`src/rtl/ddc_retune_ctrl_if.sv`:
```
// Command handshake and settings-bus signals between the host side and
// ddc_retune_ctrl. The host drives commands (master) and the controller drives the settings bus (slave).
interface ddc_retune_ctrl_if;
    logic        cmd_valid;
    logic        cmd_ready;
    logic [31:0] cmd_phase_inc;
    logic [17:0] cmd_scale;
    logic [9:0]  cmd_decim;
    logic [1:0]  cmd_mode;
    logic        set_stb;
    logic [7:0]  set_addr;
    logic [31:0] set_data;

    modport master (
        output cmd_valid, cmd_phase_inc, cmd_scale, cmd_decim, cmd_mode,
        input  cmd_ready, set_stb, set_addr, set_data
    );

    modport slave (
        input  cmd_valid, cmd_phase_inc, cmd_scale, cmd_decim, cmd_mode,
        output cmd_ready, set_stb, set_addr, set_data
    );
endinterface

```
`src/rtl/ddc_retune_ctrl.sv`:
```
// Retune sequencer for one DDC chain: stop, drain, write settings, clear, restore run.
// Optional macro DDC_RETUNE_SKIP_UNCHANGED_EN skips writes whose value matches the last one written.
//
// state | meaning
// IDLE  | run follows run_req, waiting for a command
// DRAIN | run held low while the pipeline empties
// WRITE | one settings-bus strobe per cycle for each pending register
// CLEAR | one-cycle clr pulse, run still low
module ddc_retune_ctrl #(
    parameter int BASE          = 0,
    parameter int SETTLE_CYCLES = 16,
    parameter int CNT_W         = 16
) (
    input  logic              clk,
    input  logic              rst,
    ddc_retune_ctrl_if.slave  bus,
    input  logic              run_req,
    output logic              run,
    output logic              clr,
    output logic              busy
);

    typedef enum logic [1:0] {IDLE, DRAIN, WRITE, CLEAR} state_t;

    localparam logic [7:0]       BASE_A    = 8'(BASE);
    localparam logic [CNT_W-1:0] SETTLE_LD = CNT_W'((SETTLE_CYCLES > 0) ? SETTLE_CYCLES - 1 : 0);
    localparam bit               DRAIN_EN  = (SETTLE_CYCLES > 0);

    state_t            state, state_n;
    logic [CNT_W-1:0]  cnt, cnt_n;
    logic [3:0]        pend, pend_n;
    logic [31:0]       phase_q, phase_n;
    logic [17:0]       scale_q, scale_n;
    logic [9:0]        decim_q, decim_n;
    logic [1:0]        mode_q, mode_n;
    logic              run_n, clr_n, busy_n;
    logic              stb_q, stb_n;
    logic [7:0]        addr_q, addr_n;
    logic [31:0]       data_q, data_n;

    logic              accept;
    logic              go_write;
    logic [3:0]        wmask;
    logic [3:0]        acc_mask;
    logic [1:0]        sel;
    logic [31:0]       val [4];

    assign bus.cmd_ready = (state == IDLE) & ~rst;
    assign accept        = bus.cmd_valid & bus.cmd_ready;
    assign bus.set_stb   = stb_q;
    assign bus.set_addr  = addr_q;
    assign bus.set_data  = data_q;

    // In IDLE the write values come straight from the command so a
    // no-drain accept can strobe on the very next cycle.
    always_comb begin
        if (state == IDLE) begin
            val[0] = bus.cmd_phase_inc;
            val[1] = {14'b0, bus.cmd_scale};
            val[2] = {22'b0, bus.cmd_decim};
            val[3] = {30'b0, bus.cmd_mode};
        end else begin
            val[0] = phase_q;
            val[1] = {14'b0, scale_q};
            val[2] = {22'b0, decim_q};
            val[3] = {30'b0, mode_q};
        end
    end

`ifdef DDC_RETUNE_SKIP_UNCHANGED_EN
    logic [31:0] shadow [4];
    logic        shadow_vld;

    always_comb begin
        acc_mask = 4'b0;
        for (int i = 0; i < 4; i++) begin
            acc_mask[i] = ~shadow_vld | (val[i] != shadow[i]);
        end
    end

    always_ff @(posedge clk) begin
        if (rst) begin
            for (int i = 0; i < 4; i++) begin
                shadow[i] <= '0;
            end
            shadow_vld <= 1'b0;
        end else begin
            if (stb_n) begin
                shadow[sel] <= data_n;
            end
            if (state_n == CLEAR && state != CLEAR) begin
                shadow_vld <= 1'b1;
            end
        end
    end
`else
    assign acc_mask = 4'b1111;
`endif

    always_comb begin
        state_n  = state;
        cnt_n    = cnt;
        pend_n   = pend;
        phase_n  = phase_q;
        scale_n  = scale_q;
        decim_n  = decim_q;
        mode_n   = mode_q;
        stb_n    = 1'b0;
        addr_n   = addr_q;
        data_n   = data_q;
        go_write = 1'b0;
        wmask    = pend;
        sel      = 2'd0;

        case (state)
            IDLE: begin
                if (accept) begin
                    phase_n = bus.cmd_phase_inc;
                    scale_n = bus.cmd_scale;
                    decim_n = bus.cmd_decim;
                    mode_n  = bus.cmd_mode;
                    if (run && DRAIN_EN) begin
                        state_n = DRAIN;
                        cnt_n   = SETTLE_LD;
                        pend_n  = acc_mask;
                    end else begin
                        go_write = 1'b1;
                        wmask    = acc_mask;
                    end
                end
            end
            DRAIN: begin
                if (cnt == '0) begin
                    go_write = 1'b1;
                end else begin
                    cnt_n = cnt - 1'b1;
                end
            end
            WRITE: go_write = 1'b1;
            CLEAR: state_n = IDLE;
            default: state_n = IDLE;
        endcase

        // Lowest pending register goes next, keeping the fixed write order.
        if (go_write) begin
            if (wmask != 4'b0) begin
                for (int i = 3; i >= 0; i--) begin
                    if (wmask[i]) sel = 2'(i);
                end
                state_n = WRITE;
                stb_n   = 1'b1;
                addr_n  = BASE_A + {6'b0, sel};
                data_n  = val[sel];
                pend_n  = wmask & ~(4'b1 << sel);
            end else begin
                state_n = CLEAR;
                pend_n  = 4'b0;
            end
        end

        run_n  = (state == IDLE && state_n == IDLE) ? run_req : 1'b0;
        clr_n  = (state_n == CLEAR);
        busy_n = (state_n != IDLE);
    end

    always_ff @(posedge clk) begin
        if (rst) begin
            state   <= IDLE;
            cnt     <= '0;
            pend    <= 4'b0;
            phase_q <= '0;
            scale_q <= '0;
            decim_q <= '0;
            mode_q  <= '0;
            run     <= 1'b0;
            clr     <= 1'b0;
            busy    <= 1'b0;
            stb_q   <= 1'b0;
            addr_q  <= '0;
            data_q  <= '0;
        end else begin
            state   <= state_n;
            cnt     <= cnt_n;
            pend    <= pend_n;
            phase_q <= phase_n;
            scale_q <= scale_n;
            decim_q <= decim_n;
            mode_q  <= mode_n;
            run     <= run_n;
            clr     <= clr_n;
            busy    <= busy_n;
            stb_q   <= stb_n;
            addr_q  <= addr_n;
            data_q  <= data_n;
        end
    end

endmodule

```
`src/flat_wrapper.sv`:
```
// flat-port wrapper written by rule: the top's interface ports become plain ports
module ddc_retune_ctrl_flat 
#(
    parameter int BASE          = 0,
    parameter int SETTLE_CYCLES = 16,
    parameter int CNT_W         = 16
)
  (clk, rst, run_req, run, clr, busy, bus_cmd_valid, bus_cmd_phase_inc, bus_cmd_scale, bus_cmd_decim, bus_cmd_mode, bus_cmd_ready, bus_set_stb, bus_set_addr, bus_set_data);
  ddc_retune_ctrl_if bus_i ();
  input  logic clk;
  input  logic rst;
  input  logic run_req;
  output logic run;
  output logic clr;
  output logic busy;
  input wire logic [$bits(bus_i.cmd_valid)-1:0] bus_cmd_valid;
  input wire logic [$bits(bus_i.cmd_phase_inc)-1:0] bus_cmd_phase_inc;
  input wire logic [$bits(bus_i.cmd_scale)-1:0] bus_cmd_scale;
  input wire logic [$bits(bus_i.cmd_decim)-1:0] bus_cmd_decim;
  input wire logic [$bits(bus_i.cmd_mode)-1:0] bus_cmd_mode;
  output wire logic [$bits(bus_i.cmd_ready)-1:0] bus_cmd_ready;
  output wire logic [$bits(bus_i.set_stb)-1:0] bus_set_stb;
  output wire logic [$bits(bus_i.set_addr)-1:0] bus_set_addr;
  output wire logic [$bits(bus_i.set_data)-1:0] bus_set_data;
  assign bus_i.cmd_valid = bus_cmd_valid;
  assign bus_i.cmd_phase_inc = bus_cmd_phase_inc;
  assign bus_i.cmd_scale = bus_cmd_scale;
  assign bus_i.cmd_decim = bus_cmd_decim;
  assign bus_i.cmd_mode = bus_cmd_mode;
  assign bus_cmd_ready = bus_i.cmd_ready;
  assign bus_set_stb = bus_i.set_stb;
  assign bus_set_addr = bus_i.set_addr;
  assign bus_set_data = bus_i.set_data;
  ddc_retune_ctrl #(.BASE(BASE), .SETTLE_CYCLES(SETTLE_CYCLES), .CNT_W(CNT_W)) u_core (.clk(clk), .rst(rst), .bus(bus_i), .run_req(run_req), .run(run), .clr(clr), .busy(busy));
endmodule
```
`config.mk`:
```
export PLATFORM = sky130hd
export DESIGN_NAME = ddc_retune_ctrl_flat
export DESIGN_NICKNAME = d
export VERILOG_FILES = /design/src/rtl/ddc_retune_ctrl_if.sv /design/src/rtl/ddc_retune_ctrl.sv /design/src/flat_wrapper.sv
export SDC_FILE = /design/constraint.sdc
export NUM_CORES = 1
export LEC_CHECK = 0
export BUFFER_PORTS_ARGS = -buffer_cell sky130_fd_sc_hd__clkbuf_2
export CAP_MARGIN = 10
export CORE_ASPECT_RATIO = 1.75
export CORE_UTILIZATION = 50
export DETAILED_ROUTE_END_ITERATION = 10
export PLACE_DENSITY = 0.73
export SYNTH_ARGS = -nofsm -noshare
export SYNTH_HDL_FRONTEND = slang
export SYNTH_SLANG_ARGS = --single-unit
```
`constraint.sdc`:
```
create_clock -name clk -period 4.75 [get_ports clk]
set_input_delay 0.7125 -clock clk [delete_from_list [all_inputs] [get_ports clk]]
set_output_delay 0.7125 -clock clk [all_outputs]
set_load 0.02 [all_outputs]
```
* After elaboration in Yosys (flattened, before gate mapping)
Index checks and enable logic that the tools add are counted.
Cells by class: eq/ne operators 7, multiplexer cells 32, bitwise gates (word level) 8, reduce and logical (&&, ||, !) cells 16, shift operators 1, add/subtract/negate cells 1, $lt $le $gt $ge 1
Operator list (number):
- 128-bit 2-to-1 mux | 1
- 32-bit binary-select mux with 2-bit select | 1
- 32-bit 2-to-1 mux | 2
- 16-bit 2-to-1 mux | 3
- 4-bit 2-to-1 mux | 8
- 16-bit one-hot mux with 2 select lines | 1
- 2-bit 2-to-1 mux | 9
- 16-bit zero test | 1
- 16-bit by 1-bit subtractor with 16-bit output (second input constant) | 1
- 2-bit nonzero test | 5
- 2-bit == test (second input constant) | 3
- 1-bit 2-to-1 mux | 5
- 4-bit bitwise AND | 1
- 2-bit zero test | 2
- 2-bit by 1-bit inequality test with 1-bit output (second input constant) | 2
- 4-bit inverter | 1
- 2-bit one-hot mux with 2 select lines | 1
- 2-bit AND reduction | 2
- 4-bit AND reduction | 1
- 4-bit nonzero test | 1
- 2-bit OR reduction | 2
- 1-bit by 2-bit left shift with 4-bit output (first input constant) | 1
- 3-bit greater-or-equal comparator (second input constant) | 1
- 1-bit inverter | 3
- 7 further kinds | 8
Storage, ports and cells: output and inout port bits 45, logic and storage cells 79, input bits 66, register bits after elaboration 122

* Depth between registers and ports, before layout
depth in word-level cells 16, depth in mapped cells 11, gate-level depth less buffers 7

* Worst setup path before layout
No wires, ideal clock.
path kind reg-to-reg, from register u_core.state[1], to register u_core.data_q[21], in the netlist u_core.bus.set_data[21], data required time 4.680 ns, setup slack 2.392 ns, path buffers 1, data arrival time 2.288 ns, library setup time 0.070 ns, cell stages (with the launch flop) 9, clock period less this slack 2.358 ns, cell sequence dfxtp_1 > inv_1 > ha_1 > or4b_4 > or3_1 > o21a_1 > or3_4 > buf_6 > o2bb2ai_1
Between the ends: longest elaborated chain between the ends 15, elaborated cells between the ends (all ways) 22, those cells by class eq/ne (2); mux (14); bitwise (3); reduce/logical (3)
RTL lines:
- from (decl) | RTL line ddc_retune_ctrl.sv:29 | state_t state, state_n;
- from (signal assigned) | RTL line ddc_retune_ctrl.sv:182 | state <= state_n;
- 2-bit zero test | RTL line ddc_retune_ctrl.sv:48, ddc_retune_ctrl.sv:57, ddc_retune_ctrl.sv:115
- 1-bit bitwise AND | RTL line ddc_retune_ctrl.sv:48 | assign bus.cmd_ready = (state == IDLE) & ~rst;
- 1-bit bitwise AND | RTL line ddc_retune_ctrl.sv:49 | assign accept = bus.cmd_valid & bus.cmd_ready;
- 4-bit 2-to-1 mux | RTL line ddc_retune_ctrl.sv:117 | if (accept) begin
- 4-bit 2-to-1 mux | RTL line ddc_retune_ctrl.sv:115 | case (state)
- 2-bit 2-to-1 mux (4 in a row) | RTL line ddc_retune_ctrl.sv:148 | if (wmask[i]) sel = 2'(i);
- 2-bit 2-to-1 mux | RTL line ddc_retune_ctrl.sv:146 | if (wmask != 4'b0) begin
- 2-bit 2-to-1 mux | RTL line ddc_retune_ctrl.sv:145 | if (go_write) begin
- 2-bit inverter with 3-bit output (implied by the code) | RTL line ddc_retune_ctrl.sv:153 | data_n = val[sel];
- 32-bit binary-select mux with 2-bit select | RTL line ddc_retune_ctrl.sv:153
- 32-bit 2-to-1 mux (implied by the code) (2 in a row) | RTL line ddc_retune_ctrl.sv:153
- to (signal assigned) | RTL line ddc_retune_ctrl.sv:194 | data_q <= data_n;
- to (decl) | RTL line ddc_retune_ctrl.sv:39 | logic [31:0] data_q, data_n;
Several ways; a longest one is shown, not always the timed one. The select of a mux whose other input is x is not followed. A chain may end at the register's enable or synchronous reset.

* Worst setup path after layout
from register u_core.state[0], to register u_core.pend[2]
Between the ends: longest elaborated chain between the ends 16, elaborated cells between the ends (all ways) 25, those cells by class eq/ne (2); shift (1); mux (12); bitwise (4); reduce/logical (6)
RTL lines:
- 2-bit zero test | RTL line ddc_retune_ctrl.sv:48, ddc_retune_ctrl.sv:115
- 1-bit bitwise AND | RTL line ddc_retune_ctrl.sv:48
- 1-bit bitwise AND | RTL line ddc_retune_ctrl.sv:49
- 4-bit 2-to-1 mux | RTL line ddc_retune_ctrl.sv:117
- 4-bit 2-to-1 mux | RTL line ddc_retune_ctrl.sv:115
- 2-bit 2-to-1 mux (4 in a row) | RTL line ddc_retune_ctrl.sv:148
- 2-bit 2-to-1 mux | RTL line ddc_retune_ctrl.sv:146
- 2-bit 2-to-1 mux | RTL line ddc_retune_ctrl.sv:145
- 1-bit by 2-bit left shift with 4-bit output | RTL line ddc_retune_ctrl.sv:154 | pend_n = wmask & ~(4'b1 << sel);
- 4-bit inverter | RTL line ddc_retune_ctrl.sv:154
- 4-bit bitwise AND | RTL line ddc_retune_ctrl.sv:154
- 4-bit 2-to-1 mux | RTL line ddc_retune_ctrl.sv:146
- 4-bit 2-to-1 mux | RTL line ddc_retune_ctrl.sv:145
- to (signal assigned) | RTL line ddc_retune_ctrl.sv:184 | pend <= pend_n;
- to (decl) | RTL line ddc_retune_ctrl.sv:31 | logic [3:0] pend, pend_n;
Several ways; a longest one is shown, not always the timed one. The select of a mux whose other input is x is not followed.

==> impl_summary.log <==
[metrics] data arrival time at the worst-slack endpoint: 3.55 ns
[metrics] Max-Slew Margin vs Limit: 29.2%
[metrics] number of instances resized during post-cts repair: 0
[metrics] standard-cell row count: approximately 50
[metrics] worst min-delay path startpoint: u_core.bus.set_data[30]
[metrics] largest area contributor in the synthesized netlist: dfxtp_1
[metrics] leftover overflow at the end of global routing: 0
[metrics] number of max-capacitance violations reported: 0
[metrics] NumNets Final: 779
[metrics] max-slew violation total from the final report: 0
[metrics] clock transition time at the flip-flop clock pins of the worst setup and hold paths: 0.06 ns
[metrics] Post-DRT Antenna Nets: 0
[metrics] post-synthesis sequential element count: 122
[metrics] Max IR drop VDD: 0.444 mV
[metrics] Fillers: 970
[metrics] total half-perimeter wirelength after legalization and detailed placement: 9100 um
[metrics] synthesized area divided by synthesized cell count: 9.11 um^2
[metrics] main area contributors after synthesis: dfxtp_1, nand2b_1, mux2i_1, o21ai_0, nand2_1
[metrics] ratio of total power to cell area: 645 mW/mm^2
[metrics] drt wl/cell: 15.8 um
[metrics] post-detailed-route DRC marker count: 0
[metrics] setup-violating endpoint count in the final report: 0
[metrics] delay-heaviest family, CP: simple AND/OR/NAND/NOR gates
[metrics] worst-case register-to-register setup slack: 1.50 ns
[metrics] minimum clock period after layout: 3.25 ns
[metrics] Post-CTS Setup Bufs: 0
[metrics] total number of clock tree sinks: ~120
[metrics] insertion delay of the later-clocked pin in the worst-skew pair: just over 0.4 ns
[metrics] DIE WIDTH: 82.5 um
[metrics] sequential share of power: roughly 33%
[metrics] Power Internal: 2.75 mW
[metrics] path category of the worst min-delay check: flop to flop
[metrics] ant diodes: 0
[metrics] combined buffer and inverter count along the critical path: 2
[metrics] number of buffer cells added on primary ports: 104
[metrics] Total Neg Setup Slack: 0 ns
[metrics] signed area change from the synthesized netlist to the final layout: 19.5%
[metrics] Tcrit/Tclk final: 68.4%
[metrics] sequential element share of the synthesized area: 43.0%
[metrics] fraction of synthesized cell area taken by the top area cell type: between 40 and 50%
[metrics] starting utilization of the core area: 51.1%
[metrics] pin count of the biggest net entering global routing: between 100 and 150
[metrics] total I/O pin count: 111
[metrics] most instantiated cells after synthesis: dfxtp_1, nand2_1, o21ai_0, nand2b_1
[metrics] Die Footprint: 0.0118 mm^2
[metrics] fraction of power spent switching nets: 37.2%
[metrics] total power: 4.38 mW
[metrics] run status: complete, no violations
[metrics] detailed-route vias per instance: 5.61
[metrics] fraction of final layout cells with drive strength greater than 1: 23.6%
[metrics] antenna violations before repair: 0
[metrics] top flip-flop cell by instance count after synthesis: dfxtp_1
[metrics] initial drt markers: roughly 250
[metrics] fraction of power consumed by the clock network: ~29%
[metrics] capturing element type of the critical path: flop
[metrics] logic gate share of total power: 38.7%
[metrics] worst path cell trace: inv_1, ha_2, buf_4, nor2b_1, and2_4, o21ai_0, a31o_2, a211oi_1
[metrics] gpl congestion: around 0.83
[metrics] transition time of the tightest slew-check pin: 1.06 ns
[metrics] clock root cell: clkbuf_16
[metrics] Crit Reg-Reg Startpoint: u_core.state[0]
[metrics] required time of the critical path: slightly above 5 ns
[metrics] fmax: 308 MHz
[metrics] DR vias: 4774
[metrics] Synth cell types: 58
[metrics] clock buffer depth: 2
[metrics] net switching power figure: 1.63 mW
[metrics] level count of the clock H-tree: 4
[metrics] Pre-Repair DR Iteration Count: 6
[metrics] Num CTS Buffers: 17
[metrics] number of enable-type register cells in the synthesized netlist: 0
[metrics] end point of the worst hold path: u_core.bus.set_data[30]
[metrics] fraction of registers with async set/reset: 0%
[metrics] global-route usage over all layers: 24.2%
[metrics] Layout Skew: 0.0100 ns
[metrics] type of origin of the critical path: flop
[metrics] number of hold buffers added after cts: 0
[metrics] cells on worst reg2reg path: 8
[metrics] critical path fanouts, max: 126
[metrics] critical path class: flop to flop
[metrics] Max stage delay on crit path: 0.84 ns
[metrics] sum of routed wire length over all layers: 13500 um
[metrics] vias in the first global route: between 4000 and 5000
[metrics] final hold vios: 0
[metrics] Critical R2R Capture: u_core.pend[2]
[metrics] CTS tree: done
[metrics] number of instances on the worst hold path: 1
[metrics] slowest stage cell on the critical path: and2_4
[metrics] global-route wire length before repair: 21700 um
[metrics] Die Ht: 143 um
[metrics] cell count after synthesis: 623
[metrics] most frequently used cell type in the post-synthesis netlist: dfxtp_1
[metrics] worst slack on hold paths: between 0.4 and 0.5 ns
[metrics] Leak Pwr: 2.73 nW
[metrics] Floorplan Core Area: 0.0111 mm^2
[metrics] setup repair after global routing missed its margin: false
[metrics] post-synthesis instance area: 0.00568 mm^2
[metrics] number of warnings reported in the yosys synthesis log: 0
==> how the worst max path moves through the flow <==
stage                          from                       to  slack, ns  depth (start not counted)
global placement    u_core.state[0]           u_core.cnt[12]       1.62                          8
CTS                 u_core.state[0]           u_core.pend[2]       1.41                          8
global route        u_core.state[0]           u_core.pend[2]       1.10                          8
floorplan           u_core.state[1]  u_core.bus.set_data[21]       2.39                          8
detailed placement  u_core.state[0]           u_core.pend[3]       1.46                          8
finish              u_core.state[0]           u_core.pend[2]       1.50                          8
==> routing by layer <==
layer | vias to the layer above | routed length [um] | share of wire (%) | GRT usage (%)
li1 | 2363 | - | - | -
met1 | 2264 | 5440 | 40 | 28.5
met2 | 116 | 7140 | 53 | 40.8
met3 | 31 | 481 | 3.6 | 4.60
met4 | 0 | 403 | 3.0 | 12.2
met5 | - | 0 | 0 | 0
==> layout by cell type, fill, tap and decap left out, types with 3 or more instances in the layout <==
cell        count
a211oi_1       14
a21oi_1        22
a22o_1          8
a2bb2oi_1       8
a311oi_1        6
a31o_2          3
and2_1          3
buf_4           5
clkbuf_16      17
clkbuf_2      104
clkinv_2        3
clkinvlp_4      4
conb_1          6
dfxtp_1       122
ha_1            5
inv_1          12
mux2_2          4
mux2i_1        36
mux4_2          8
nand2_1        69
nand2b_1       64
nand3_1         6
nand3b_1        3
nor2_1         23
nor3_1         10
o211a_1         6
o21ai_0        67
o21bai_1        4
o2bb2ai_1      13
or3_1           6
or3b_2          6
xnor2_1         4
xor2_1          4
==> worst register-to-register path: stages (launching register included) <==
cell and delay (ns):
dfxtp_1 0.34, inv_1 0.12, ha_2 0.18, buf_4 0.58, nor2b_1 0.30, and2_4 0.84
o21ai_0 0.25, a31o_2 0.30, a211oi_1 0.26
==> flip-flops by register name (all words and copies together) (netlist names), 4 cells and up <==
| name | cells |
|---|---|
| u_core.cnt | 16 |
| u_core.pend | 4 |
| u_core.phase_q | 32 |
| u_core.scale_q | 18 |
| u_core.decim_q | 10 |
| u_core.bus.set_data | 32 |
==> area by class of cell <==
| class | instances | area, um^2 | share of cell area (%) |
|---|---|---|---|
| Tap cell | 132 | 165 | 2.43 |
| Timing Repair Buffer | 110 | 562 | 8.28 |
| Sequential cell | 122 | 2440 | 36.0 |
| Multi-Input combinational cell | 444 | 2990 | 44.1 |
| Clock buffer | 20 | 457 | 6.73 |
| Inverter | 12 | 45.0 | 0.664 |
| Clock inverter | 11 | 123 | 1.81 |
==> kinds of logic (layout without fill, tap and decap cells) <==
logic type / Yosys count / in the layout / share of synthesized area, %
and+or+nand+nor: 208 / 208 / 19.6
AOI/OAI and AO/OA: 168 / 168 / 19.5
other: 1 / 6 / 0.0661
muxes: 48 / 48 / 10.3
DFF: 122 / 122 / 43.0
adders and majority gates: 6 / 6 / 1.32
buffers and inverters: 62 / 153 / 4.89
xor gates and xnor gates: 8 / 8 / 1.23
==> power groups by stage <==
stage	Clock (mW)	Combinational (mW)	Sequential (mW)
floorplan	0	1.22	1.50
global placement	0	1.65	1.44
detailed placement	0	1.68	1.45
CTS	1.26	1.70	1.43
global route	1.31	1.86	1.46
finish	1.25	1.69	1.43
==> metrics by stage <==
| stage | setup slack, ns | area (um^2) | cells | util [%] |
|---|---|---|---|---|
| 5_1_grt | 1.10 | 6780 | 851 | 61.1 |
| 3_5_place_dp | 1.46 | 6200 | 819 | 55.8 |
| 4_1_cts | 1.41 | 6780 | 850 | 61.1 |
| 2_1_floorplan | 2.39 | 5690 | 628 | - |
| 6_report | 1.50 | 6780 | 851 | 61.1 |
| 3_3_place_gp | 1.62 | 6200 | 819 | 55.8 |
(Power assumes the default switching activity.)
